===== src/rtl/user_ip_gpio_seq_pkg.sv =====
// Shared types, register map and field widths for the GPIO pattern sequencer.
package user_ip_gpio_seq_pkg;

    localparam int USER_GPIO_NUM = 16;
    localparam int NUM_STEPS     = 8;
    localparam int STEP_IDX_W    = 3;
    localparam int DIV_W         = 8;
    localparam int DUR_W         = 16;
    localparam int PAT_W         = 16;
    localparam int PAT_LSB       = 16;

    localparam logic [7:0] OFF_ID    = 8'h00;
    localparam logic [7:0] OFF_CTRL  = 8'h04;
    localparam logic [7:0] OFF_DIV   = 8'h08;
    localparam logic [7:0] OFF_NSTEP = 8'h0C;
    localparam logic [7:0] OFF_IDLE  = 8'h10;
    localparam logic [7:0] OFF_STAT  = 8'h14;
    localparam logic [7:0] OFF_STEP0 = 8'h20;

    typedef enum logic [1:0] {
        ST_IDLE = 2'd0,
        ST_RUN  = 2'd1,
        ST_DONE = 2'd2
    } gpio_seq_state_e;

    // A programmed duration of 0 behaves like 1 tick.
    function automatic logic [DUR_W:0] dur_eff(input logic [DUR_W-1:0] dur);
        return (dur == '0) ? {{DUR_W{1'b0}}, 1'b1} : {1'b0, dur};
    endfunction

endpackage


===== src/rtl/apb4_if.sv =====
// APB4 bus bundle, 32-bit address and data.
interface apb4_if;
    logic [31:0] paddr;
    logic        psel;
    logic        penable;
    logic        pwrite;
    logic [31:0] pwdata;
    logic [3:0]  pstrb;
    logic [2:0]  pprot;
    logic [31:0] prdata;
    logic        pready;
    logic        pslverr;

    modport slave (
        input  paddr, psel, penable, pwrite, pwdata, pstrb, pprot,
        output prdata, pready, pslverr
    );
endinterface


===== src/rtl/user_gpio_if.sv =====
// User GPIO pad-control bundle for one user IP slot.
interface user_gpio_if;
    import user_ip_gpio_seq_pkg::*;

    logic [USER_GPIO_NUM-1:0] gpio_in;
    logic [USER_GPIO_NUM-1:0] gpio_out;
    logic [USER_GPIO_NUM-1:0] gpio_oe;
    logic [USER_GPIO_NUM-1:0] gpio_cs;
    logic [USER_GPIO_NUM-1:0] gpio_pu;
    logic [USER_GPIO_NUM-1:0] gpio_pd;

    modport dut (
        input  gpio_in,
        output gpio_out, gpio_oe, gpio_cs, gpio_pu, gpio_pd
    );
endinterface


===== src/rtl/user_ip_gpio_seq_presc.sv =====
// Tick prescaler: one tick every div+1 enabled cycles; the >= compare makes a
// lowered div take effect on the very next cycle.
module user_ip_gpio_seq_presc
    import user_ip_gpio_seq_pkg::*;
(
    input  logic             clk,
    input  logic             rst,
    input  logic             clear,
    input  logic             enable,
    input  logic [DIV_W-1:0] div,
    output logic             tick
);

    logic [DIV_W-1:0] presc_reg;

    assign tick = enable && (presc_reg >= div);

    always_ff @(posedge clk) begin
        if (rst || clear) begin
            presc_reg <= '0;
        end else if (enable) begin
            presc_reg <= tick ? '0 : presc_reg + DIV_W'(1);
        end
    end

endmodule


===== src/rtl/user_ip_gpio_seq.sv =====
// APB-programmed GPIO pattern sequencer: steps through up to 8 (pattern,
// duration) entries in one-shot or loop mode and drives them onto user GPIO.
module user_ip_gpio_seq
    import user_ip_gpio_seq_pkg::*;
#(
    parameter logic [7:0] ID = 8'd255
) (
    input logic      clk_i,
    input logic      rst_i,
    user_gpio_if.dut gpio,
    apb4_if.slave    apb
);

    logic [7:0]  addr;
    logic        wr_en;
    logic        rd_en;
    logic        ctrl_wr;
    logic        step_wr;
    logic        en_eff;
    logic        start_req;
    logic        stop_req;
    logic [31:0] rdata;

    logic                  en_reg;
    logic                  loop_reg;
    logic [DIV_W-1:0]      div_reg;
    logic [STEP_IDX_W-1:0] nstep_reg;
    logic [PAT_W-1:0]      idle_reg;
    logic [31:0]           step_tab [NUM_STEPS];
    logic [NUM_STEPS-1:0]  step_hit;

    gpio_seq_state_e          st_reg, st_next;
    logic [STEP_IDX_W-1:0]    step_reg, step_next;
    logic [DUR_W-1:0]         dur_cnt_reg, dur_cnt_next;
    logic                     done_flag_reg, done_flag_next;
    logic                     presc_clear;
    logic                     tick;
    logic [DUR_W-1:0]         cur_dur;
    logic [DUR_W:0]           dur_cnt_inc;
    logic [USER_GPIO_NUM-1:0] gpio_out_reg;

    assign addr      = apb.paddr[7:0];
    assign wr_en     = apb.psel & apb.penable & apb.pwrite;
    assign rd_en     = apb.psel & apb.penable & ~apb.pwrite;
    assign ctrl_wr   = wr_en && (addr == OFF_CTRL);
    assign step_wr   = wr_en && (addr[7:5] == OFF_STEP0[7:5]) && (addr[1:0] == 2'b00);
    // EN written in the same access already governs the transition.
    assign en_eff    = ctrl_wr ? apb.pwdata[0] : en_reg;
    assign start_req = ctrl_wr & apb.pwdata[2];
    assign stop_req  = ctrl_wr & apb.pwdata[3];

    for (genvar gi = 0; gi < NUM_STEPS; gi++) begin : g_step_hit
        assign step_hit[gi] = step_wr && (addr[4:2] == STEP_IDX_W'(gi));
    end

    always_ff @(posedge clk_i) begin
        if (rst_i) begin
            en_reg    <= 1'b0;
            loop_reg  <= 1'b0;
            div_reg   <= '0;
            nstep_reg <= '0;
            idle_reg  <= '0;
            for (int i = 0; i < NUM_STEPS; i++) begin
                step_tab[i] <= '0;
            end
        end else begin
            if (ctrl_wr) begin
                en_reg   <= apb.pwdata[0];
                loop_reg <= apb.pwdata[1];
            end
            if (wr_en && (addr == OFF_DIV))   div_reg   <= apb.pwdata[DIV_W-1:0];
            if (wr_en && (addr == OFF_NSTEP)) nstep_reg <= apb.pwdata[STEP_IDX_W-1:0];
            if (wr_en && (addr == OFF_IDLE))  idle_reg  <= apb.pwdata[PAT_W-1:0];
            for (int i = 0; i < NUM_STEPS; i++) begin
                if (step_hit[i]) step_tab[i] <= apb.pwdata;
            end
        end
    end

    user_ip_gpio_seq_presc u_presc (
        .clk    (clk_i),
        .rst    (rst_i),
        .clear  (presc_clear),
        .enable (st_reg == ST_RUN),
        .div    (div_reg),
        .tick   (tick)
    );

    assign cur_dur     = step_tab[step_reg][DUR_W-1:0];
    assign dur_cnt_inc = {1'b0, dur_cnt_reg} + {{DUR_W{1'b0}}, 1'b1};

    always_ff @(posedge clk_i) begin
        if (rst_i) begin
            st_reg        <= ST_IDLE;
            step_reg      <= '0;
            dur_cnt_reg   <= '0;
            done_flag_reg <= 1'b0;
        end else begin
            st_reg        <= st_next;
            step_reg      <= step_next;
            dur_cnt_reg   <= dur_cnt_next;
            done_flag_reg <= done_flag_next;
        end
    end

    always_comb begin
        st_next        = st_reg;
        step_next      = step_reg;
        dur_cnt_next   = dur_cnt_reg;
        done_flag_next = done_flag_reg;
        presc_clear    = 1'b0;
        case (st_reg)
            ST_IDLE: begin
                if (start_req && !stop_req && en_eff) begin
                    st_next        = ST_RUN;
                    step_next      = '0;
                    dur_cnt_next   = '0;
                    done_flag_next = 1'b0;
                    presc_clear    = 1'b1;
                end
            end
            ST_RUN, ST_DONE: begin
                if (stop_req || !en_eff) begin
                    st_next      = ST_IDLE;
                    step_next    = '0;
                    dur_cnt_next = '0;
                end else if (start_req) begin
                    st_next        = ST_RUN;
                    step_next      = '0;
                    dur_cnt_next   = '0;
                    done_flag_next = 1'b0;
                    presc_clear    = 1'b1;
                end else if ((st_reg == ST_RUN) && tick) begin
                    if (dur_cnt_inc >= dur_eff(cur_dur)) begin
                        dur_cnt_next = '0;
                        // >= so a NSTEP lowered below the current step still ends the pass.
                        if (step_reg >= nstep_reg) begin
                            step_next = '0;
                            if (!loop_reg) begin
                                st_next        = ST_DONE;
                                done_flag_next = 1'b1;
                            end
                        end else begin
                            step_next = step_reg + STEP_IDX_W'(1);
                        end
                    end else begin
                        dur_cnt_next = dur_cnt_inc[DUR_W-1:0];
                    end
                end
            end
            default: st_next = ST_IDLE;
        endcase
    end

    always_ff @(posedge clk_i) begin
        if (rst_i) begin
            gpio_out_reg <= '0;
        end else begin
            case (st_reg)
                ST_RUN:  gpio_out_reg <= step_tab[step_reg][PAT_LSB +: USER_GPIO_NUM];
                ST_DONE: gpio_out_reg <= step_tab[nstep_reg][PAT_LSB +: USER_GPIO_NUM];
                default: gpio_out_reg <= idle_reg[USER_GPIO_NUM-1:0];
            endcase
        end
    end

    always_comb begin
        rdata = '0;
        if (rd_en) begin
            case (addr)
                OFF_ID:    rdata = {24'd0, ID};
                OFF_CTRL:  rdata = {30'd0, loop_reg, en_reg};
                OFF_DIV:   rdata = {24'd0, div_reg};
                OFF_NSTEP: rdata = {29'd0, nstep_reg};
                OFF_IDLE:  rdata = {16'd0, idle_reg};
                OFF_STAT:  rdata = {26'd0, done_flag_reg, step_reg, st_reg};
                default: begin
                    if ((addr[7:5] == OFF_STEP0[7:5]) && (addr[1:0] == 2'b00)) begin
                        rdata = step_tab[addr[4:2]];
                    end
                end
            endcase
        end
    end

    assign apb.prdata  = rdata;
    assign apb.pready  = 1'b1;
    assign apb.pslverr = 1'b0;

    assign gpio.gpio_out = gpio_out_reg;
    assign gpio.gpio_oe  = '1;
    assign gpio.gpio_cs  = '1;
    assign gpio.gpio_pu  = '0;
    assign gpio.gpio_pd  = '0;

    logic unused_ok;
    assign unused_ok = ^{apb.paddr[31:8], apb.pstrb, apb.pprot, gpio.gpio_in};

endmodule


===== src/flat_wrapper.sv =====
// flat-port wrapper written by rule: the top's interface ports become plain ports
module user_ip_gpio_seq_flat import user_ip_gpio_seq_pkg::*;
#(
    parameter logic [7:0] ID = 8'd255
)
  (clk_i, rst_i, gpio_gpio_in, gpio_gpio_out, gpio_gpio_oe, gpio_gpio_cs, gpio_gpio_pu, gpio_gpio_pd, apb_paddr, apb_psel, apb_penable, apb_pwrite, apb_pwdata, apb_pstrb, apb_pprot, apb_prdata, apb_pready, apb_pslverr);
  user_gpio_if gpio_i ();
  apb4_if apb_i ();
  input logic clk_i;
  input logic rst_i;
  input wire logic [$bits(gpio_i.gpio_in)-1:0] gpio_gpio_in;
  output wire logic [$bits(gpio_i.gpio_out)-1:0] gpio_gpio_out;
  output wire logic [$bits(gpio_i.gpio_oe)-1:0] gpio_gpio_oe;
  output wire logic [$bits(gpio_i.gpio_cs)-1:0] gpio_gpio_cs;
  output wire logic [$bits(gpio_i.gpio_pu)-1:0] gpio_gpio_pu;
  output wire logic [$bits(gpio_i.gpio_pd)-1:0] gpio_gpio_pd;
  input wire logic [$bits(apb_i.paddr)-1:0] apb_paddr;
  input wire logic [$bits(apb_i.psel)-1:0] apb_psel;
  input wire logic [$bits(apb_i.penable)-1:0] apb_penable;
  input wire logic [$bits(apb_i.pwrite)-1:0] apb_pwrite;
  input wire logic [$bits(apb_i.pwdata)-1:0] apb_pwdata;
  input wire logic [$bits(apb_i.pstrb)-1:0] apb_pstrb;
  input wire logic [$bits(apb_i.pprot)-1:0] apb_pprot;
  output wire logic [$bits(apb_i.prdata)-1:0] apb_prdata;
  output wire logic [$bits(apb_i.pready)-1:0] apb_pready;
  output wire logic [$bits(apb_i.pslverr)-1:0] apb_pslverr;
  assign gpio_i.gpio_in = gpio_gpio_in;
  assign gpio_gpio_out = gpio_i.gpio_out;
  assign gpio_gpio_oe = gpio_i.gpio_oe;
  assign gpio_gpio_cs = gpio_i.gpio_cs;
  assign gpio_gpio_pu = gpio_i.gpio_pu;
  assign gpio_gpio_pd = gpio_i.gpio_pd;
  assign apb_i.paddr = apb_paddr;
  assign apb_i.psel = apb_psel;
  assign apb_i.penable = apb_penable;
  assign apb_i.pwrite = apb_pwrite;
  assign apb_i.pwdata = apb_pwdata;
  assign apb_i.pstrb = apb_pstrb;
  assign apb_i.pprot = apb_pprot;
  assign apb_prdata = apb_i.prdata;
  assign apb_pready = apb_i.pready;
  assign apb_pslverr = apb_i.pslverr;
  user_ip_gpio_seq #(.ID(ID)) u_core (.clk_i(clk_i), .rst_i(rst_i), .gpio(gpio_i), .apb(apb_i));
endmodule

===== config.mk =====
export PLATFORM = sky130hd
export DESIGN_NAME = user_ip_gpio_seq_flat
export DESIGN_NICKNAME = d
export VERILOG_FILES = /design/src/rtl/user_ip_gpio_seq_pkg.sv /design/src/rtl/apb4_if.sv /design/src/rtl/user_gpio_if.sv /design/src/rtl/user_ip_gpio_seq_presc.sv /design/src/rtl/user_ip_gpio_seq.sv /design/src/flat_wrapper.sv
export SDC_FILE = /design/constraint.sdc
export NUM_CORES = 1
export LEC_CHECK = 0
export CORE_ASPECT_RATIO = 0.75
export CORE_MARGIN = 2
export CORE_UTILIZATION = 52
export CTS_CLUSTER_SIZE = 24
export DETAILED_ROUTE_END_ITERATION = 12
export PLACE_DENSITY = 0.79
export SYNTH_ARGS = -nofsm -noshare
export SYNTH_HDL_FRONTEND = slang
export SYNTH_SLANG_ARGS = --single-unit

===== constraint.sdc =====
create_clock -name clk_i -period 4.5 [get_ports clk_i]
set_clock_uncertainty 0.15 [all_clocks]
set_input_delay 0.675 -clock clk_i [delete_from_list [all_inputs] [get_ports clk_i]]
set_output_delay 0.675 -clock clk_i [all_outputs]
set_load 0.005 [all_outputs]

==> report_table.html <==
<table>
<tr><th>Metric</th><th>Value</th></tr>
<tr><th colspan="2">Synthesis</th></tr>
<tr><td>Synthesis warning total</td><td>0</td></tr>
<tr><td>Area fraction of the dominant cell type after synthesis</td><td>40.5%</td></tr>
<tr><td>Ranking of synthesized cells by area</td><td>sky130_fd_sc_hd__edfxtp_1 40%, sky130_fd_sc_hd__mux4_2 19%, sky130_fd_sc_hd__dfxtp_1 8.5%, sky130_fd_sc_hd__nor2_1 5.4%, sky130_fd_sc_hd__mux2i_1 2.8%</td></tr>
<tr><td>Leading register cell type out of synthesis</td><td>sky130_fd_sc_hd__edfxtp_1</td></tr>
<tr><td>Share of async-settable or async-resettable flops after synthesis</td><td>0%</td></tr>
<tr><td>Number of distinct library cells after synthesis</td><td>67</td></tr>
<tr><td>Cell taking the most area after synthesis</td><td>sky130_fd_sc_hd__edfxtp_1</td></tr>
<tr><td>Register bit total from synthesis</td><td>337</td></tr>
<tr><td>Mapped Area</td><td>0.0190 sq mm</td></tr>
<tr><td>Count of mapped cells out of synthesis</td><td>1534</td></tr>
<tr><td>Share of synthesized area occupied by flip-flops and latches</td><td>49.0%</td></tr>
<tr><td>Avg Cell Area, Syn</td><td>12.4 sq um</td></tr>
<tr><td>Number of enable-type register cells in the synthesized netlist</td><td>256</td></tr>
<tr><th colspan="2">Die</th></tr>
<tr><td>Full die area</td><td>0.0381 sq mm</td></tr>
<tr><td>Die H</td><td>169 microns</td></tr>
<tr><td>Die width</td><td>225 microns</td></tr>
<tr><td>Cell row count</td><td>60</td></tr>
<tr><td>I/O pins</td><td>206</td></tr>
<tr><td>Area of the core</td><td>0.0359 sq mm</td></tr>
<tr><td>Initial Utilization</td><td>52.9%</td></tr>
<tr><th colspan="2">Timing</th></tr>
<tr><td>Count of endpoints failing hold in the final timing report</td><td>0</td></tr>
<tr><td>Time the worst path needs with I/O delays and setup</td><td>4330 ps</td></tr>
<tr><td>Count of pins over their slew limit</td><td>0</td></tr>
<tr><td>Setup repair after global routing missed its margin</td><td>no</td></tr>
<tr><td>Fmax achieved</td><td>231 MHz</td></tr>
<tr><td>Aggregate negative setup slack</td><td>0 ps</td></tr>
<tr><td>Final setup margin</td><td>169 ps</td></tr>
<tr><td>Number of failing setup endpoints in the final timing report</td><td>0</td></tr>
<tr><td>Post-route clock period utilization</td><td>96.2%</td></tr>
<tr><td>Smallest hold slack</td><td>308 ps</td></tr>
<tr><td>Max_slew headroom</td><td>42.6%</td></tr>
<tr><td>Slew at the pin closest to its max-slew limit</td><td>862 ps</td></tr>
<tr><th colspan="2">Worst hold path</th></tr>
<tr><td>Hold Crit Class</td><td>register to register</td></tr>
<tr><td>Endpoint with the worst hold slack</td><td>u_core.idle_reg[4]</td></tr>
<tr><td>Startpoint of the most critical hold path</td><td>u_core.idle_reg[4]</td></tr>
<tr><td>Cell count of the worst hold path</td><td>2</td></tr>
<tr><th colspan="2">Clock tree</th></tr>
<tr><td>TritonCTS clock tree</td><td>yes</td></tr>
<tr><td>Clock root buffer master</td><td>sky130_fd_sc_hd__clkbuf_16</td></tr>
<tr><td>Max H-tree Level</td><td>2</td></tr>
<tr><td>Worst-skew pair later-pin latency</td><td>560 ps</td></tr>
<tr><td>Clk slew on worst S/H paths</td><td>60 ps</td></tr>
<tr><td>CTS buffer count</td><td>35</td></tr>
<tr><td>Maximum clock path buffer count</td><td>3</td></tr>
<tr><td>Number of hold-repair buffers added at the cts stage</td><td>0</td></tr>
<tr><td>Clock sink total</td><td>337</td></tr>
<tr><th colspan="2">Power and ir drop</th></tr>
<tr><td>Pwr dens</td><td>325 mW/mm^2</td></tr>
<tr><td>Total power draw</td><td>7.03 mW</td></tr>
<tr><td>Static Leakage</td><td>7.37 nW</td></tr>
<tr><td>Max rail drop VDD</td><td>0.311 mV</td></tr>
<tr><th colspan="2">Placed design</th></tr>
<tr><td>GP Congestion</td><td>0.927</td></tr>
<tr><td>Port buffer count</td><td>92</td></tr>
<tr><td>Detailed Place HPWL</td><td>35800 microns</td></tr>
<tr><td>Pre-CTS setup slack</td><td>209 ps</td></tr>
<tr><th colspan="2">Route</th></tr>
<tr><td>Total vias in the final route</td><td>13900</td></tr>
<tr><td>Violation count after the first detailed-routing iteration</td><td>2069</td></tr>
<tr><td>Count of TritonRoute iterations in the first routing pass</td><td>6</td></tr>
<tr><td>Detailed-route wire length</td><td>54900 microns</td></tr>
<tr><td>Routed WL per cell</td><td>25.9 microns</td></tr>
<tr><td>Post-DR vias/cell</td><td>6.58</td></tr>
<tr><td># DRC</td><td>0</td></tr>
<tr><td>Count of antenna-violating nets left after detailed routing</td><td>0</td></tr>
<tr><th colspan="2">Setup path</th></tr>
<tr><td>Buf+Inv Stages, Crit Path</td><td>2</td></tr>
<tr><td>Terminus of the critical flop-to-flop path</td><td>u_core.dur_cnt_reg[5]</td></tr>
<tr><td>Slack of the worst reg-to-reg path</td><td>170 ps</td></tr>
<tr><td>Critical path's top delay family</td><td>simple AND/OR/NAND/NOR gates</td></tr>
<tr><td>Startpoint-to-endpoint class of the critical path</td><td>register to register</td></tr>
<tr><td>Crit path largest cell delay</td><td>540 ps</td></tr>
<tr><td>Worst Setup End Kind</td><td>register</td></tr>
<tr><td>Required time of the critical path</td><td>4790 ps</td></tr>
<tr><td>Logic depth of the worst register-to-register path</td><td>14</td></tr>
<tr><td>Crit path max fanout</td><td>21</td></tr>
<tr><td>Critical Path, Cell by Cell</td><td>buf_12, mux4_2, mux2i_1, nand3_1, or4_1, nand2_1, ha_1, nand4_1, nor3_1, a211o_1, nor2_1, buf_4, nand2_2, o32ai_1</td></tr>
<tr><td>Critical Path Source Type</td><td>register</td></tr>
<tr><td>Crit-path slowest cell</td><td>sky130_fd_sc_hd__mux4_2</td></tr>
<tr><td>Worst EP arrival</td><td>4620 ps</td></tr>
<tr><th colspan="2">Status</th></tr>
<tr><td>Result of the run</td><td>completed</td></tr>
<tr><th colspan="2">Final layout</th></tr>
<tr><td>Synth-to-Final Area Change</td><td>13.9%</td></tr>
<tr><td>Final-stage net count</td><td>1752</td></tr>
<tr><td>Layout cell share with drive strength beyond 1</td><td>21.1%</td></tr>
<tr><td>Largest register by flop count</td><td>u_core.step_tab</td></tr>
<tr><td>Filler cell count</td><td>2706</td></tr>
<tr><td>Most used cells in the layout excluding fill and tap cells</td><td>272 x sky130_fd_sc_hd__nor2_1, 256 x sky130_fd_sc_hd__edfxtp_1, 160 x sky130_fd_sc_hd__mux4_2, 89 x sky130_fd_sc_hd__clkdlybuf4s50_1, 77 x sky130_fd_sc_hd__dfxtp_1</td></tr>
<tr><td>Max reg flops</td><td>256</td></tr>
<tr><td>Leading cell type in the layout, fill and taps excluded</td><td>sky130_fd_sc_hd__nor2_1</td></tr>
<tr><td>Final core occ</td><td>60.2%</td></tr>
<tr><th colspan="2">Global route</th></tr>
<tr><td>Combined global-route utilization of all metal layers</td><td>28.6%</td></tr>
<tr><td>Global-route wire length before repair</td><td>81200 microns</td></tr>
<tr><td>Number of global-route vias before repair</td><td>13800</td></tr>
<tr><td>Largest net degree at the start of global routing</td><td>79</td></tr>
<tr><td>Residual overflow from global routing</td><td>0</td></tr>
<tr><td>Initial antenna violation count</td><td>1</td></tr>
<tr><th colspan="2">Flow run</th></tr>
<tr><td>Number of max-cap violations</td><td>0</td></tr>
</table>
==> worst min-delay path, delay by kind of cell, from the launching register on <==
family,cells,cell delay [ps]
AOI/OAI and AO/OA,1,50
DFF,1,310
and+or+nand+nor,1,50
==> through the flow <==
stage / std cells / cell area [sq um]
final: 2119 / 21600
after global placement: 2046 / 20400
after floorplan: 1598 / 19200
after CTS: 2110 / 21500
after global routing: 2119 / 21600
after detailed placement: 2046 / 20400
==> area by class of cell <==
type	instances	area [sq um]	area share, %
inverter	66	248	1.15
multi-input combinational	1020	8750	40.5
timing repair buffer	166	1610	7.43
clock buffer	47	945	4.37
sequential	337	9320	43.1
antenna	1	2.50	0.0116
tap	465	582	2.69
clock inverter	17	166	0.770
==> worst max path at each step <==
stage	from	to	slack (ps)	depth (start not counted)
floorplan	register	u_core.dur_cnt_reg[10]	180	15
global placement	register	u_core.dur_cnt_reg[0]	240	13
detailed placement	register	u_core.u_presc.presc_reg[3]	210	13
CTS	register	u_core.u_presc.presc_reg[7]	160	14
global route	register	u_core.u_presc.presc_reg[7]	50	14
finish	register	u_core.dur_cnt_reg[5]	170	14
==> synth_stat cells (4+ instances only) <==
cell type and instances:
sky130_fd_sc_hd__nor2_1 272, sky130_fd_sc_hd__edfxtp_1 256, sky130_fd_sc_hd__mux4_2 160, sky130_fd_sc_hd__dfxtp_1 81
sky130_fd_sc_hd__clkbuf_1 80, sky130_fd_sc_hd__nand2_1 69, sky130_fd_sc_hd__a21oi_1 67, sky130_fd_sc_hd__buf_4 66
sky130_fd_sc_hd__inv_1 65, sky130_fd_sc_hd__mux2i_1 54, sky130_fd_sc_hd__nand2b_1 42, sky130_fd_sc_hd__mux2_2 40
sky130_fd_sc_hd__ha_1 34, sky130_fd_sc_hd__a221oi_1 20, sky130_fd_sc_hd__nand4_1 17, sky130_fd_sc_hd__nor3_1 17
sky130_fd_sc_hd__nand3_1 15, sky130_fd_sc_hd__xnor2_1 15, sky130_fd_sc_hd__buf_1 14, sky130_fd_sc_hd__buf_2 13
sky130_fd_sc_hd__o32ai_1 11, sky130_fd_sc_hd__a211oi_1 10, sky130_fd_sc_hd__nor4_1 10, sky130_fd_sc_hd__o21ai_0 10
sky130_fd_sc_hd__or3_1 9, sky130_fd_sc_hd__and3_1 7, sky130_fd_sc_hd__and2_1 6, sky130_fd_sc_hd__nor2b_1 6
sky130_fd_sc_hd__xor2_1 6, sky130_fd_sc_hd__o22ai_1 5, sky130_fd_sc_hd__a21o_1 4, sky130_fd_sc_hd__o31ai_1 4
==> routing by layer <==
layer / track usage, % / part of all wire (%) / vias up / routed length (microns)
met5: 0 / 0 / - / 0
met4: 12.3 / 4.1 / 0 / 2250
met3: 7.43 / 13 / 174 / 7250
met2: 44.6 / 46 / 1067 / 25400
met1: 38.4 / 36 / 6886 / 20000
li1: - / - / 5812 / -
==> kinds of logic (layout without fill, tap and decap cells) <==
group	after synthesis	count (layout)	share of synthesized area, %
compound gates	157	157	5.54
xor+xnor	21	21	0.969
fa+ha+maj	34	34	2.24
buf+inv	241	296	6.24
flops	337	337	49.0
mux	254	254	24.2
other cells	2	67	0.0396
simple gates	488	488	11.7
==> timing repair <==
action / 4_1_cts / 5_1_grt
gates resized for setup: 0 / 1
setup buffers: 0 / 8
endpoints found under the setup margin: 0 / 5
==> power breakdown <==
group          total [mW]  switching (mW)  internal (mW)
Combinational       0.598           0.316          0.282
Sequential           3.57          0.0908           3.48
Clock                2.86            1.25           1.61
Total                7.03            1.66           5.37
Note: power is estimated with default switching activity, not from simulation.
